<file path="src/rtl/mem_arbiter_pkg.sv">
// Shared types and constants for the unified-memory arbiter.
package mem_arbiter_pkg;

    // Arbiter FSM states (2-bit encoding).
    typedef enum logic [1:0] {
        ST_IDLE    = 2'd0,
        ST_BUSY_IF = 2'd1,
        ST_BUSY_D  = 2'd2,
        ST_RESP    = 2'd3
    } arb_state_t;

    // Byte-enable patterns for the 4-lane memory word.
    localparam logic [3:0] BE_WORD = 4'b1111;
    localparam logic [3:0] BE_B0   = 4'b0001;
    localparam logic [3:0] BE_B1   = 4'b0010;
    localparam logic [3:0] BE_B2   = 4'b0100;
    localparam logic [3:0] BE_B3   = 4'b1000;

    // One-hot byte enable for a byte offset within the word.
    function automatic logic [3:0] be_onehot(input logic [1:0] off);
        logic [3:0] be;
        case (off)
            2'd0:    be = BE_B0;
            2'd1:    be = BE_B1;
            2'd2:    be = BE_B2;
            default: be = BE_B3;
        endcase
        return be;
    endfunction

endpackage

</file>
<file path="src/rtl/mem_arbiter_lane.sv">
// Combinational byte-lane steering: store-side byte enables and lane
// replication, load-side byte select with sign extension.
module mem_arbiter_lane
    import mem_arbiter_pkg::*;
#(
    parameter int DATA_W = 32
) (
    input  logic [1:0]        off,
    input  logic              byte_sel,
    input  logic [DATA_W-1:0] wdata_in,
    input  logic [DATA_W-1:0] rdata_in,
    output logic [3:0]        be,
    output logic [DATA_W-1:0] wdata_out,
    output logic [DATA_W-1:0] rdata_out
);

    logic [7:0] ld_byte;

    // Word accesses pass straight through; byte accesses steer one lane.
    always_comb begin
        be        = BE_WORD;
        wdata_out = wdata_in;
        rdata_out = rdata_in;
        case (off)
            2'd0:    ld_byte = rdata_in[7:0];
            2'd1:    ld_byte = rdata_in[15:8];
            2'd2:    ld_byte = rdata_in[23:16];
            default: ld_byte = rdata_in[31:24];
        endcase
        if (byte_sel) begin
            be        = be_onehot(off);
            wdata_out = {4{wdata_in[7:0]}};
            rdata_out = {{(DATA_W-8){ld_byte[7]}}, ld_byte};
        end
    end

endmodule

</file>
<file path="src/rtl/mem_arbiter.sv">
// Shares one single-port memory between instruction fetch and load/store.
// Data is favoured, but a pending fetch is forced through after STARVE_MAX
// back-to-back data grants.
module mem_arbiter
    import mem_arbiter_pkg::*;
#(
    parameter int ADDR_W     = 32,
    parameter int DATA_W     = 32,
    parameter int STARVE_MAX = 4
) (
    input  logic              clk,
    input  logic              rst_n,
    input  logic              if_req,
    input  logic [ADDR_W-1:0] if_addr,
    output logic              if_ack,
    output logic [DATA_W-1:0] if_rdata,
    input  logic              d_req,
    input  logic              d_we,
    input  logic              d_sb_w,
    input  logic              d_lb_w,
    input  logic [ADDR_W-1:0] d_addr,
    input  logic [DATA_W-1:0] d_wdata,
    output logic              d_ack,
    output logic [DATA_W-1:0] d_rdata,
    output logic              d_misalign,
    output logic              mem_req,
    output logic              mem_we,
    output logic [3:0]        mem_be,
    output logic [ADDR_W-1:0] mem_addr,
    output logic [DATA_W-1:0] mem_wdata,
    input  logic [DATA_W-1:0] mem_rdata,
    input  logic              mem_ready
);

    localparam int SW = $clog2(STARVE_MAX + 1);
    localparam logic [SW-1:0] STREAK_TOP = SW'(STARVE_MAX);

    arb_state_t        state_q, state_d;
    logic [SW-1:0]     streak_q, streak_d;
    logic              mem_req_q, mem_req_d;
    logic              mem_we_q, mem_we_d;
    logic [3:0]        mem_be_q, mem_be_d;
    logic [ADDR_W-1:0] mem_addr_q, mem_addr_d;
    logic [DATA_W-1:0] mem_wdata_q, mem_wdata_d;
    logic              if_ack_q, if_ack_d;
    logic [DATA_W-1:0] if_rdata_q, if_rdata_d;
    logic              d_ack_q, d_ack_d;
    logic [DATA_W-1:0] d_rdata_q, d_rdata_d;
    logic              d_misalign_q, d_misalign_d;

    logic [3:0]        st_be;
    logic [DATA_W-1:0] st_wdata;
    logic [DATA_W-1:0] ld_rdata;
    logic [DATA_W-1:0] st_rdata_unused;
    logic [3:0]        ld_be_unused;
    logic [DATA_W-1:0] ld_wdata_unused;
    logic              unused_if_lo;

    logic d_is_byte;
    logic d_mis;
    logic fetch_win;

    assign unused_if_lo = ^if_addr[1:0];

    mem_arbiter_lane #(.DATA_W(DATA_W)) u_st_lane (
        .off       (d_addr[1:0]),
        .byte_sel  (d_sb_w),
        .wdata_in  (d_wdata),
        .rdata_in  (mem_rdata),
        .be        (st_be),
        .wdata_out (st_wdata),
        .rdata_out (st_rdata_unused)
    );

    mem_arbiter_lane #(.DATA_W(DATA_W)) u_ld_lane (
        .off       (d_addr[1:0]),
        .byte_sel  (d_lb_w),
        .wdata_in  (d_wdata),
        .rdata_in  (mem_rdata),
        .be        (ld_be_unused),
        .wdata_out (ld_wdata_unused),
        .rdata_out (ld_rdata)
    );

    // Request decode: which size applies depends on direction.
    always_comb begin
        d_is_byte = d_we ? d_sb_w : d_lb_w;
        d_mis     = d_req && !d_is_byte && (d_addr[1:0] != 2'b00);
        fetch_win = if_req && (!d_req || (streak_q == STREAK_TOP));
    end

    // Next-state, arbitration, streak tracking and output register loads.
    always_comb begin
        state_d      = state_q;
        streak_d     = streak_q;
        mem_req_d    = mem_req_q;
        mem_we_d     = mem_we_q;
        mem_be_d     = mem_be_q;
        mem_addr_d   = mem_addr_q;
        mem_wdata_d  = mem_wdata_q;
        if_ack_d     = 1'b0;
        if_rdata_d   = if_rdata_q;
        d_ack_d      = 1'b0;
        d_rdata_d    = d_rdata_q;
        d_misalign_d = 1'b0;

        case (state_q)
            ST_IDLE: begin
                if (fetch_win) begin
                    state_d    = ST_BUSY_IF;
                    streak_d   = '0;
                    mem_req_d  = 1'b1;
                    mem_we_d   = 1'b0;
                    mem_be_d   = BE_WORD;
                    mem_addr_d = {if_addr[ADDR_W-1:2], 2'b00};
                end else if (d_req) begin
                    if (!if_req)
                        streak_d = '0;
                    else if (streak_q != STREAK_TOP)
                        streak_d = streak_q + 1'b1;
                    if (d_mis) begin
                        // Rejected without touching memory.
                        state_d      = ST_RESP;
                        d_ack_d      = 1'b1;
                        d_misalign_d = 1'b1;
                        d_rdata_d    = '0;
                    end else begin
                        state_d     = ST_BUSY_D;
                        mem_req_d   = 1'b1;
                        mem_we_d    = d_we;
                        mem_be_d    = d_we ? st_be : BE_WORD;
                        mem_addr_d  = {d_addr[ADDR_W-1:2], 2'b00};
                        mem_wdata_d = st_wdata;
                    end
                end
            end
            ST_BUSY_IF: begin
                if (mem_ready) begin
                    state_d    = ST_RESP;
                    mem_req_d  = 1'b0;
                    if_ack_d   = 1'b1;
                    if_rdata_d = mem_rdata;
                end
            end
            ST_BUSY_D: begin
                if (mem_ready) begin
                    state_d   = ST_RESP;
                    mem_req_d = 1'b0;
                    d_ack_d   = 1'b1;
                    d_rdata_d = ld_rdata;
                end
            end
            default: begin
                state_d = ST_IDLE;
            end
        endcase
    end

    // State and registered outputs; reset drops requests and acks at once.
    always_ff @(posedge clk or negedge rst_n) begin
        if (!rst_n) begin
            state_q      <= ST_IDLE;
            streak_q     <= '0;
            mem_req_q    <= 1'b0;
            mem_we_q     <= 1'b0;
            mem_be_q     <= '0;
            mem_addr_q   <= '0;
            mem_wdata_q  <= '0;
            if_ack_q     <= 1'b0;
            if_rdata_q   <= '0;
            d_ack_q      <= 1'b0;
            d_rdata_q    <= '0;
            d_misalign_q <= 1'b0;
        end else begin
            state_q      <= state_d;
            streak_q     <= streak_d;
            mem_req_q    <= mem_req_d;
            mem_we_q     <= mem_we_d;
            mem_be_q     <= mem_be_d;
            mem_addr_q   <= mem_addr_d;
            mem_wdata_q  <= mem_wdata_d;
            if_ack_q     <= if_ack_d;
            if_rdata_q   <= if_rdata_d;
            d_ack_q      <= d_ack_d;
            d_rdata_q    <= d_rdata_d;
            d_misalign_q <= d_misalign_d;
        end
    end

    assign mem_req    = mem_req_q;
    assign mem_we     = mem_we_q;
    assign mem_be     = mem_be_q;
    assign mem_addr   = mem_addr_q;
    assign mem_wdata  = mem_wdata_q;
    assign if_ack     = if_ack_q;
    assign if_rdata   = if_rdata_q;
    assign d_ack      = d_ack_q;
    assign d_rdata    = d_rdata_q;
    assign d_misalign = d_misalign_q;

endmodule

</file>
<file path="config.mk">
export PLATFORM = sky130hd
export DESIGN_NAME = mem_arbiter
export DESIGN_NICKNAME = d
export VERILOG_FILES = /design/src/rtl/mem_arbiter_pkg.sv /design/src/rtl/mem_arbiter_lane.sv /design/src/rtl/mem_arbiter.sv
export SDC_FILE = /design/constraint.sdc
export NUM_CORES = 1
export LEC_CHECK = 0
export CELL_PAD_IN_SITES_DETAIL_PLACEMENT = 1
export CELL_PAD_IN_SITES_GLOBAL_PLACEMENT = 1
export CORE_UTILIZATION = 36
export CTS_BUF_LIST = sky130_fd_sc_hd__clkbuf_2
export DETAILED_ROUTE_END_ITERATION = 10
export GPL_TIMING_DRIVEN = 0
export HOLD_SLACK_MARGIN = 0.08
export PLACE_DENSITY_LB_ADDON = 0.1
export SETUP_SLACK_MARGIN = 0.15
export SKIP_LAST_GASP = 1
export SYNTH_ARGS = -nofsm -noshare
export SYNTH_HDL_FRONTEND = slang
export SYNTH_SLANG_ARGS = --single-unit
</file>
<file path="constraint.sdc">
create_clock -name clk -period 4.9 [get_ports clk]
set_input_delay 0.98 -clock clk [delete_from_list [all_inputs] [get_ports clk]]
set_output_delay 0.98 -clock clk [all_outputs]
set_load 0.01 [all_outputs]
</file>
# Word level (Yosys, flattened, before mapping)
# Cells that the tools add are included.
dict set report totals {
  reg_bits 142
}
dict set report op_classes {
  addsub 1
  n_eq_ne 15
  n_mux 42
  n_bitwise 2
  n_reduce_logical 20
}
# operator count
set ops {}
lappend ops {{$mux W32} 9}
lappend ops {{$pmux W32 S2} 1}
lappend ops {{$pmux W8 S3} 1}
lappend ops {{$mux W4} 5}
lappend ops {{$mux W1} 15}
lappend ops {{$mux W3} 4}
lappend ops {{$pmux W4 S3} 1}
lappend ops {{$ne A3 B3 Y1 const B} 3}
lappend ops {{$ne A2 B2 Y1 const B} 4}
lappend ops {{$reduce_and A4 Y1} 2}
lappend ops {{$reduce_bool A2 Y1} 4}
lappend ops {{$mux W2} 3}
lappend ops {{$reduce_and A3 Y1} 2}
lappend ops {{$reduce_and A5 Y1} 1}
lappend ops {{$eq A2 B1 Y1 const B} 2}
lappend ops {{$eq A2 B2 Y1 const B} 2}
lappend ops {{$logic_not A2 Y1} 2}
lappend ops {{$ne A2 B1 Y1 const B} 2}
lappend ops {{$pmux W1 S2} 2}
lappend ops {{$pmux W2 S2} 1}
lappend ops {{$reduce_and A2 Y1} 2}
lappend ops {{$add A3 B1 Y3 const B} 1}
lappend ops {{$eq A3 B3 Y1 const B} 1}
lappend ops {{$logic_and A1 B1 Y1} 3}
lappend ops {{other kinds (5)} 7}

# Logic depth before layout (Yosys ltp)
# Gate-level depths: netlist (run 1).
dict set report depth {
  ltp_word 8
  ltp_mapped 8
  mapped_depth_nobuf 6
}

# Cells and area by module
# From an unflattened synthesis (run 1), not the netlist that was laid out.
dict set report hier_totals {
  hier_cells 784
  area_unflattened_um2 8035.2
}
# mod instances cells_per_inst area_per_inst_um2 seq_area_each_um2
set by_module_without_submodules {}
lappend by_module_without_submodules {mem_arbiter 1 444 6030.8 3503.4}
lappend by_module_without_submodules {mem_arbiter_lane 2 170 1002.2 0.0}

# Worst setup path after synthesis (run 1)
# No wires, ideal clock.
dict set report synth_timing {
  path_type {input port to flip-flop}
  from {input port d_we}
  to {register mem_addr_q[10] (netlist: mem_addr[10])}
  setup_ns 0.125
  arrival_time_ns 2.287
  required_ns 4.775
  slack_ns 2.488
  stages 5
  n_path_buf 1
  path_cell_list {mux2_4 -> o21a_4 -> o21ai_4 -> buf_8 -> mux2_2}
}
dict set report synth_via {
  elab_chain_len 6
}
# element line_no
set synth_rtl {}
lappend synth_rtl {{start: declaration} mem_arbiter.sv:18} ;# input logic d_we,
lappend synth_rtl {{$mux W1} mem_arbiter.sv:87} ;# d_is_byte = d_we ? d_sb_w : d_lb_w;
lappend synth_rtl {{$logic_not A1 Y1} mem_arbiter.sv:88} ;# d_mis = d_req && !d_is_byte && (d_addr[1:0] != 2'b00);
lappend synth_rtl {{$logic_and A1 B1 Y1 (2 in series)} mem_arbiter.sv:88}
lappend synth_rtl {{$ne A2 B1 Y1 (no source line)} --}
lappend synth_rtl {{$reduce_and A3 Y1 (no source line)} --}
lappend synth_rtl {{end signal: assignment} mem_arbiter.sv:180} ;# mem_addr_q <= mem_addr_d;
lappend synth_rtl {{end: declaration} mem_arbiter.sv:43} ;# logic [ADDR_W-1:0] mem_addr_q, mem_addr_d;
# No other way between the ends.
# A chain may end at the register's enable or synchronous reset.

# Worst setup path after layout (run 1)
dict set report layout_timing {
  from {register mem_req_q (netlist: mem_req)}
  to {output port mem_req}
}
# element line_no
set layout_lines {}
lappend layout_lines {{start: declaration} mem_arbiter.sv:40} ;# logic mem_req_q, mem_req_d;
lappend layout_lines {{start signal: assignment} mem_arbiter.sv:177} ;# mem_req_q <= mem_req_d;
lappend layout_lines {{end: declaration} mem_arbiter.sv:26} ;# output logic mem_req,
# No word-level cell between the ends.

==> results.yml, run 1 <==
clocking:
  ctsResizeCount: 0
  clock_path_buffers: 2
  clkLatencyLatePin_ns: 0.69
  post-cts-setup-buffer-count: 0
  cts-root-buf: "clkbuf_2"
  postCtsHoldBufs: 0
  cts_buffers: 17
  cts_tree: "done"
  path_clk_slew_ns: 0.22
  htree_num_levels: 4
  numClockSinks: 140
setup_path:
  worstSetupPathType: "reg2out"
  endpoint_kind: "output pin"
  path_max_fanout: 4
  max_stage_delay_ns: 0.59
  crit_family: "buffers and inverters"
  slowest_stage: "clkdlybuf4s50_1"
  ff2ff_setup_slack_ns: 2.61
  cp-start-kind: "flop"
  regToRegEndpoint: "d_rdata[1]$_DFFE_PN0P_"
  reg2reg_from: "state_q[0]$_DFFE_PN0P_"
  cp.arrival_ns: 1.70
  worstPathCellList: "clkdlybuf4s50_1"
  r2r_cells: 7
  cp.required_ns: 3.92
  path_buf_inv: 1
power:
  p_sw_share_pct: 34.4
  power_switching_mw: 1.74
  leakagePower_nw: 4.03
  p_int_mw: 3.31
  p_clk_share_pct: 12.8
  power_frac_comb_pct: 49.2
  powerDensity_mw_per_mm2: 525
  seqPwrFrac_pct: 38.0
  peakVddDrop_uv: 212
  total_power_mw: 5.05
sta:
  tns_ns: 0
  rsz0062_at_grt: "false"
  holdWs_ns: 0.217
  layout_min_cycle_time_ns: 2.68
  layout_setup_ws_ns: 2.22
  skew_ns: 0.0342
  fmax_mhz: 373
  tightest_slew_ns: 0.800
  slew_headroom_pct: 46.6
  hold_viol_final: 0
  finalCritPeriodShare_pct: 54.7
  setup_violations: 0
  drv_slew: 0
logic_synthesis:
  yosysWarnings: 0
  synth_edf_count: 0
  syn-cell-area_mm2: 0.00642
  synth_commonest_cells: "140 x dfrtp_1, 110 x mux2_2, 35 x nand2_1"
  ys_dominant_reg_cell: "dfrtp_1"
  synthTopCellsByArea: "dfrtp_1 55%, mux2_2 19%, o2bb2ai_1 4.4%"
  async_flop_share_pct: 100
  yosysTopAreaCell: "dfrtp_1"
  netlist.area_leader.share_pct: 54.6
  netlist_instances: 502
  yosysUniqueCellTypes: 42
  ys_seq_area_share_pct: 54.6
  synth_seq_cells: 140
  yosysMostFrequentCell: "dfrtp_1"
  synth.avg_cell_area_um2: 12.8
global_routing:
  grtUsageTotal_pct: 23.4
  grt_antenna_before_repair: 1
  grt_pass1_wl_um: 32300
  grt_pass1_vias: 5788
  grt_remaining_overflow: 0
  grt_start_max_net_pins: 77
floorplan:
  die_area_mm2: 0.0184
  die_w_um: 136
  core_mm2: 0.0174
  io_pins: 273
  fp.dieH_um: 136
  start_util_pct: 37.0
  rows: 48
routing:
  postRouteAntennaNets: 0
  routed-via-count: 5263
  drtIter0Drc: 160
  drt_pre_antenna_iters: 4
  drc_errors: 0
  drt-total-wl_um: 20600
  viasPerCell: 5.12
  wire_per_inst_um: 20.1
placement:
  pre_cts_slack_ns: 1.59
  hpwl_um: 15900
  port_buffers: 267
  finalWeightedCongestion: 0.869
  dp.cells: 996
final_layout:
  fin_nets: 932
  drive_gt1_share_pct: 21.4
  area_growth_pct: 50.0
  fill_cells: 1799
  fin_cells: 1028
run_status:
  outcome: "completed"
flow_run:
  cap_violations: 0
worst_hold_path:
  hp-class: "in2async"
## through the flow
stage / util (%) / area (µm²)
global placement: 54.0 / 9370
floorplan: - / 6420
detailed placement: 54.2 / 9400
global route: 55.4 / 9620
finish: 55.4 / 9620
CTS: 55.4 / 9620
## state kept, by name (all words and copies together), names as in the netlist, 2 cells and up
signal	count
d_rdata	32
if_rdata	32
mem_addr	30
mem_be	4
mem_wdata	32
state_q	2
streak_q	3
## power groups by stage
stage,combinational (mW),clock [mW],sequential (mW)
floorplan,0.866,0,2.15
detailed placement,2.52,0,1.95
CTS,2.53,0.679,1.92
global placement,2.44,0,1.91
finish,2.49,0.646,1.92
global route,2.68,0.720,1.99
## layout make-up
cell class | instances | area, µm² | share of cell area (%)
Antenna cell | 1 | 2.50 | 0.0260
Buffer | 36 | 200 | 2.08
Clock buffer | 18 | 90.1 | 0.936
Clock inverter | 13 | 126 | 1.31
Inverter | 11 | 41.3 | 0.429
Multi-Input combinational cell | 316 | 2680 | 27.8
Sequential cell | 140 | 3500 | 36.4
Tap cell | 225 | 282 | 2.93
Timing Repair Buffer | 268 | 2700 | 28.1
## placed cells by master (no fill, tap or decap), drive strengths merged, types with 2 or more instances in the layout
cell           netlist  final
clkdlybuf4s50        0    266
dfrtp              140    140
mux2               112    112
nand2               36     36
o2bb2ai             32     32
o21ai               32     32
clkbuf              10     28
buf                 26     28
a21oi               26     26
mux2i               25     25
inv                 10     11
nand3b               8      8
o221ai               7      7
clkinv               1      7
ha                   6      6
nor2                 5      5
clkinvlp             0      4
nand4                3      3
and2                 3      3
a21bo                2      2
nand4b               2      2
nand3                2      2
o2111ai              2      2
conb                 1      2
bufinv               0      2
## layer usage
layer | global-route usage [%] | vias to the layer above | part of all wire (%)
li1 | - | 2396 | -
met1 | 28.8 | 2649 | 41
met2 | 39.2 | 189 | 50
met3 | 6.17 | 29 | 6.7
met4 | 9.05 | 0 | 2.4
met5 | 0 | - | 0
## cells by family (layout without fill, tap and decap cells)
| kind of cell | after synthesis | count (layout) | synth area share, % |
|---|---|---|---|
| multiplexers | 138 | 138 | 24.0 |
| buffers and inverters | 47 | 346 | 3.76 |
| adder cells (fa/ha/maj) | 6 | 6 | 1.17 |
| other | 1 | 3 | 0.0584 |
| AO/OA/AOI/OAI | 109 | 109 | 11.8 |
| flip-flops | 140 | 140 | 54.6 |
| AND/OR/NAND/NOR | 61 | 61 | 4.62 |
## how the worst max path moves through the flow
stage / from / end / slack [ns] / cells after the start
2_1_floorplan: d_we / mem_addr[10]$_DFFE_PN0P_ / 2.49 / 5
3_5_place_dp: d_we / mem_wdata[7]$_DFFE_PN0P_ / 1.59 / 6
6_report: mem_req$_DFFE_PN0P_ / mem_req / 2.22 / 1
3_3_place_gp: rst_n / mem_wdata[4]$_DFFE_PN0P_ / -2.88 / 1
5_1_grt: mem_req$_DFFE_PN0P_ / mem_req / 2.09 / 1
4_1_cts: mem_req$_DFFE_PN0P_ / mem_req / 2.12 / 1
No activity file was read; power rests on OpenSTA's default activity.
==> run 2, diff against run 1 <==
--- a/config.mk
+++ b/config.mk
@@ -7,7 +7,7 @@
 export LEC_CHECK = 0
 export CELL_PAD_IN_SITES_DETAIL_PLACEMENT = 1
 export CELL_PAD_IN_SITES_GLOBAL_PLACEMENT = 1
-export CORE_UTILIZATION = 36
+export CORE_UTILIZATION = 30
 export CTS_BUF_LIST = sky130_fd_sc_hd__clkbuf_2
 export DETAILED_ROUTE_END_ITERATION = 10
 export GPL_TIMING_DRIVEN = 0
==> constraint.sdc (replaced) <==
create_clock -name clk -period 2.15 [get_ports clk]
set_input_delay 0.43 -clock clk [delete_from_list [all_inputs] [get_ports clk]]
set_output_delay 0.43 -clock clk [all_outputs]
set_load 0.01 [all_outputs]
==> results.yml, run 2 (synthesis gave the netlist of run 1 again) <==
routing:
  routed-via-count: 5265
  drtIter0Drc: 157
  dr_wl_met3_um: 1300
  dr.max_layer_used: "met4"
  wire_per_inst_um: 18.9
  viasPerCell: 4.73
  postRouteAntennaNets: 0
  drc_errors: 0
  drt_pre_antenna_iters: 4
  wl_met1_um: 8780
  dr_wl_met2_um: 10600
  drt-total-wl_um: 21000
setup_path:
  cp-start-kind: "flop"
  worstPathCellList: "inv_1 -> ha_2 -> buf_6 -> clkinvlp_4 -> o32ai_4 -> mux2i_1 -> a21boi_1"
  path_max_fanout: 10
  ff2ff_setup_slack_ns: 0.22
  startpoint: "state_q[1]$_DFFE_PN0P_"
  slowest_stage: "dfrtp_1"
  worstSetupPathType: "reg2reg"
  path_buf_inv: 3
  max_stage_delay_ns: 0.47
  cp.arrival_ns: 2.57
  cp.required_ns: 2.78
  endpoint_kind: "flop"
  r2r_cells: 7
  reg2reg_from: "state_q[1]$_DFFE_PN0P_"
  crit_family: "compound AO/OA/AOI/OAI gates"
  regToRegEndpoint: "state_q[0]$_DFFE_PN0P_"
floorplan:
  core_mm2: 0.0210
  die_w_um: 148
  rows: 53
  fp.dieH_um: 148
  start_util_pct: 30.5
  die_area_mm2: 0.0220
  io_pins: 273
power:
  p_int_mw: 7.16
  seqPwrFrac_pct: 38.3
  powerDensity_mw_per_mm2: 1130
  total_power_mw: 11.3
  peakVddDrop_uv: 446
  leakagePower_nw: 4.49
  power_frac_comb_pct: 47.7
  power_switching_mw: 4.09
  p_clk_share_pct: 14.0
  p_sw_share_pct: 36.4
global_routing:
  grtUsageTotal_pct: 19.7
  grt_antenna_before_repair: 1
  grt_start_max_net_pins: 76
  grt_pass1_wl_um: 32600
  grt_remaining_overflow: 0
  grt_pass1_vias: 5736
sta:
  rsz0062_at_grt: "true"
  slew_headroom_pct: 45.0
  finalCritPeriodShare_pct: 89.9
  fmax_mhz: 517
  layout_min_cycle_time_ns: 1.93
  tightest_slew_ns: 0.825
  tns_ns: 0
  setup_violations: 0
  drv_slew: 0
  hold_viol_final: 0
  skew_ns: 0.0267
final_layout:
  layout_commonest_cell: "dfrtp_1"
  drive_gt1_share_pct: 26.0
  fin_nets: 964
  final_cell_mix: "140 x dfrtp_1, 131 x clkdlybuf4s50_1, 110 x mux2_2"
  utilization_pct: 47.2
  area_growth_pct: 54.6
clocking:
  cts_buffers: 17
  clkLatencyLatePin_ns: 0.68
  cts-root-buf: "clkbuf_2"
  path_clk_slew_ns: 0.23
  htree_num_levels: 4
  clock_path_buffers: 2
  numClockSinks: 140
  cts_tree: "done"
flow_run:
  cap_violations: 0
run_status:
  outcome: "completed"
placement:
  finalWeightedCongestion: 0.789
  hpwl_um: 16000
  port_buffers: 267
worst_hold_path:
  hp-class: "in2async"
==> run 2: repair_timing <==
action                                 in CTS  in global routing
resized for setup                         150                 52
setup buffers                              23                  8
setup endpoints to repair                 210                123
endpoints found under the hold margin      65                  0
pin swaps                                   1                  2
hold buffers                                1                  0
==> run 2: layout make-up <==
type | instances | area (µm²)
fill | 2316 | 11100
sequential | 140 | 3500
timing repair buffer | 300 | 2810
multi-input combinational | 316 | 2730
tap | 275 | 344
buffer | 36 | 241
clock inverter | 14 | 144
clock buffer | 18 | 90.1
inverter | 11 | 45.0
antenna | 2 | 5.00
==> run 2: power by group through the flow <==
stage	Clock, mW	Sequential [mW]	Combinational, mW
floorplan	0	4.90	1.97
global placement	0	4.37	5.61
detailed placement	0	4.43	5.75
CTS	1.65	4.31	5.24
global route	1.78	4.47	5.83
finish	1.57	4.31	5.37
==> run 2: metrics by stage <==
step	cell area, µm²	hold WS, ns	worst slack, ns	cells
2_1_floorplan	6420	0.134	0.223	503
3_3_place_gp	9440	0.461	-5.19	1045
3_5_place_dp	9470	0.473	-0.658	1046
4_1_cts	9760	0.204	0.154	1102
5_1_grt	9920	0.216	0.112	1112
6_report	9920	0.254	0.216	1112
==> run 2: worst max path at each step <==
stage / endpoint / slack, ns / cells past startpoint
2_1_floorplan: mem_addr[10]$_DFFE_PN0P_ / 0.22 / 7
3_3_place_gp: mem_wdata[30]$_DFFE_PN0P_ / -5.19 / 1
3_5_place_dp: d_rdata[29]$_DFFE_PN0P_ / -0.66 / 7
4_1_cts: mem_addr[28]$_DFFE_PN0P_ / 0.15 / 7
5_1_grt: state_q[0]$_DFFE_PN0P_ / 0.11 / 7
6_report: state_q[0]$_DFFE_PN0P_ / 0.22 / 7
==> run 2: metal layers <==
layer / vias up / track usage (%)
li1: 2463 / -
met1: 2632 / 24.5
met2: 155 / 33.3
met3: 15 / 5.74
met4: 0 / 5.31
met5: - / 0
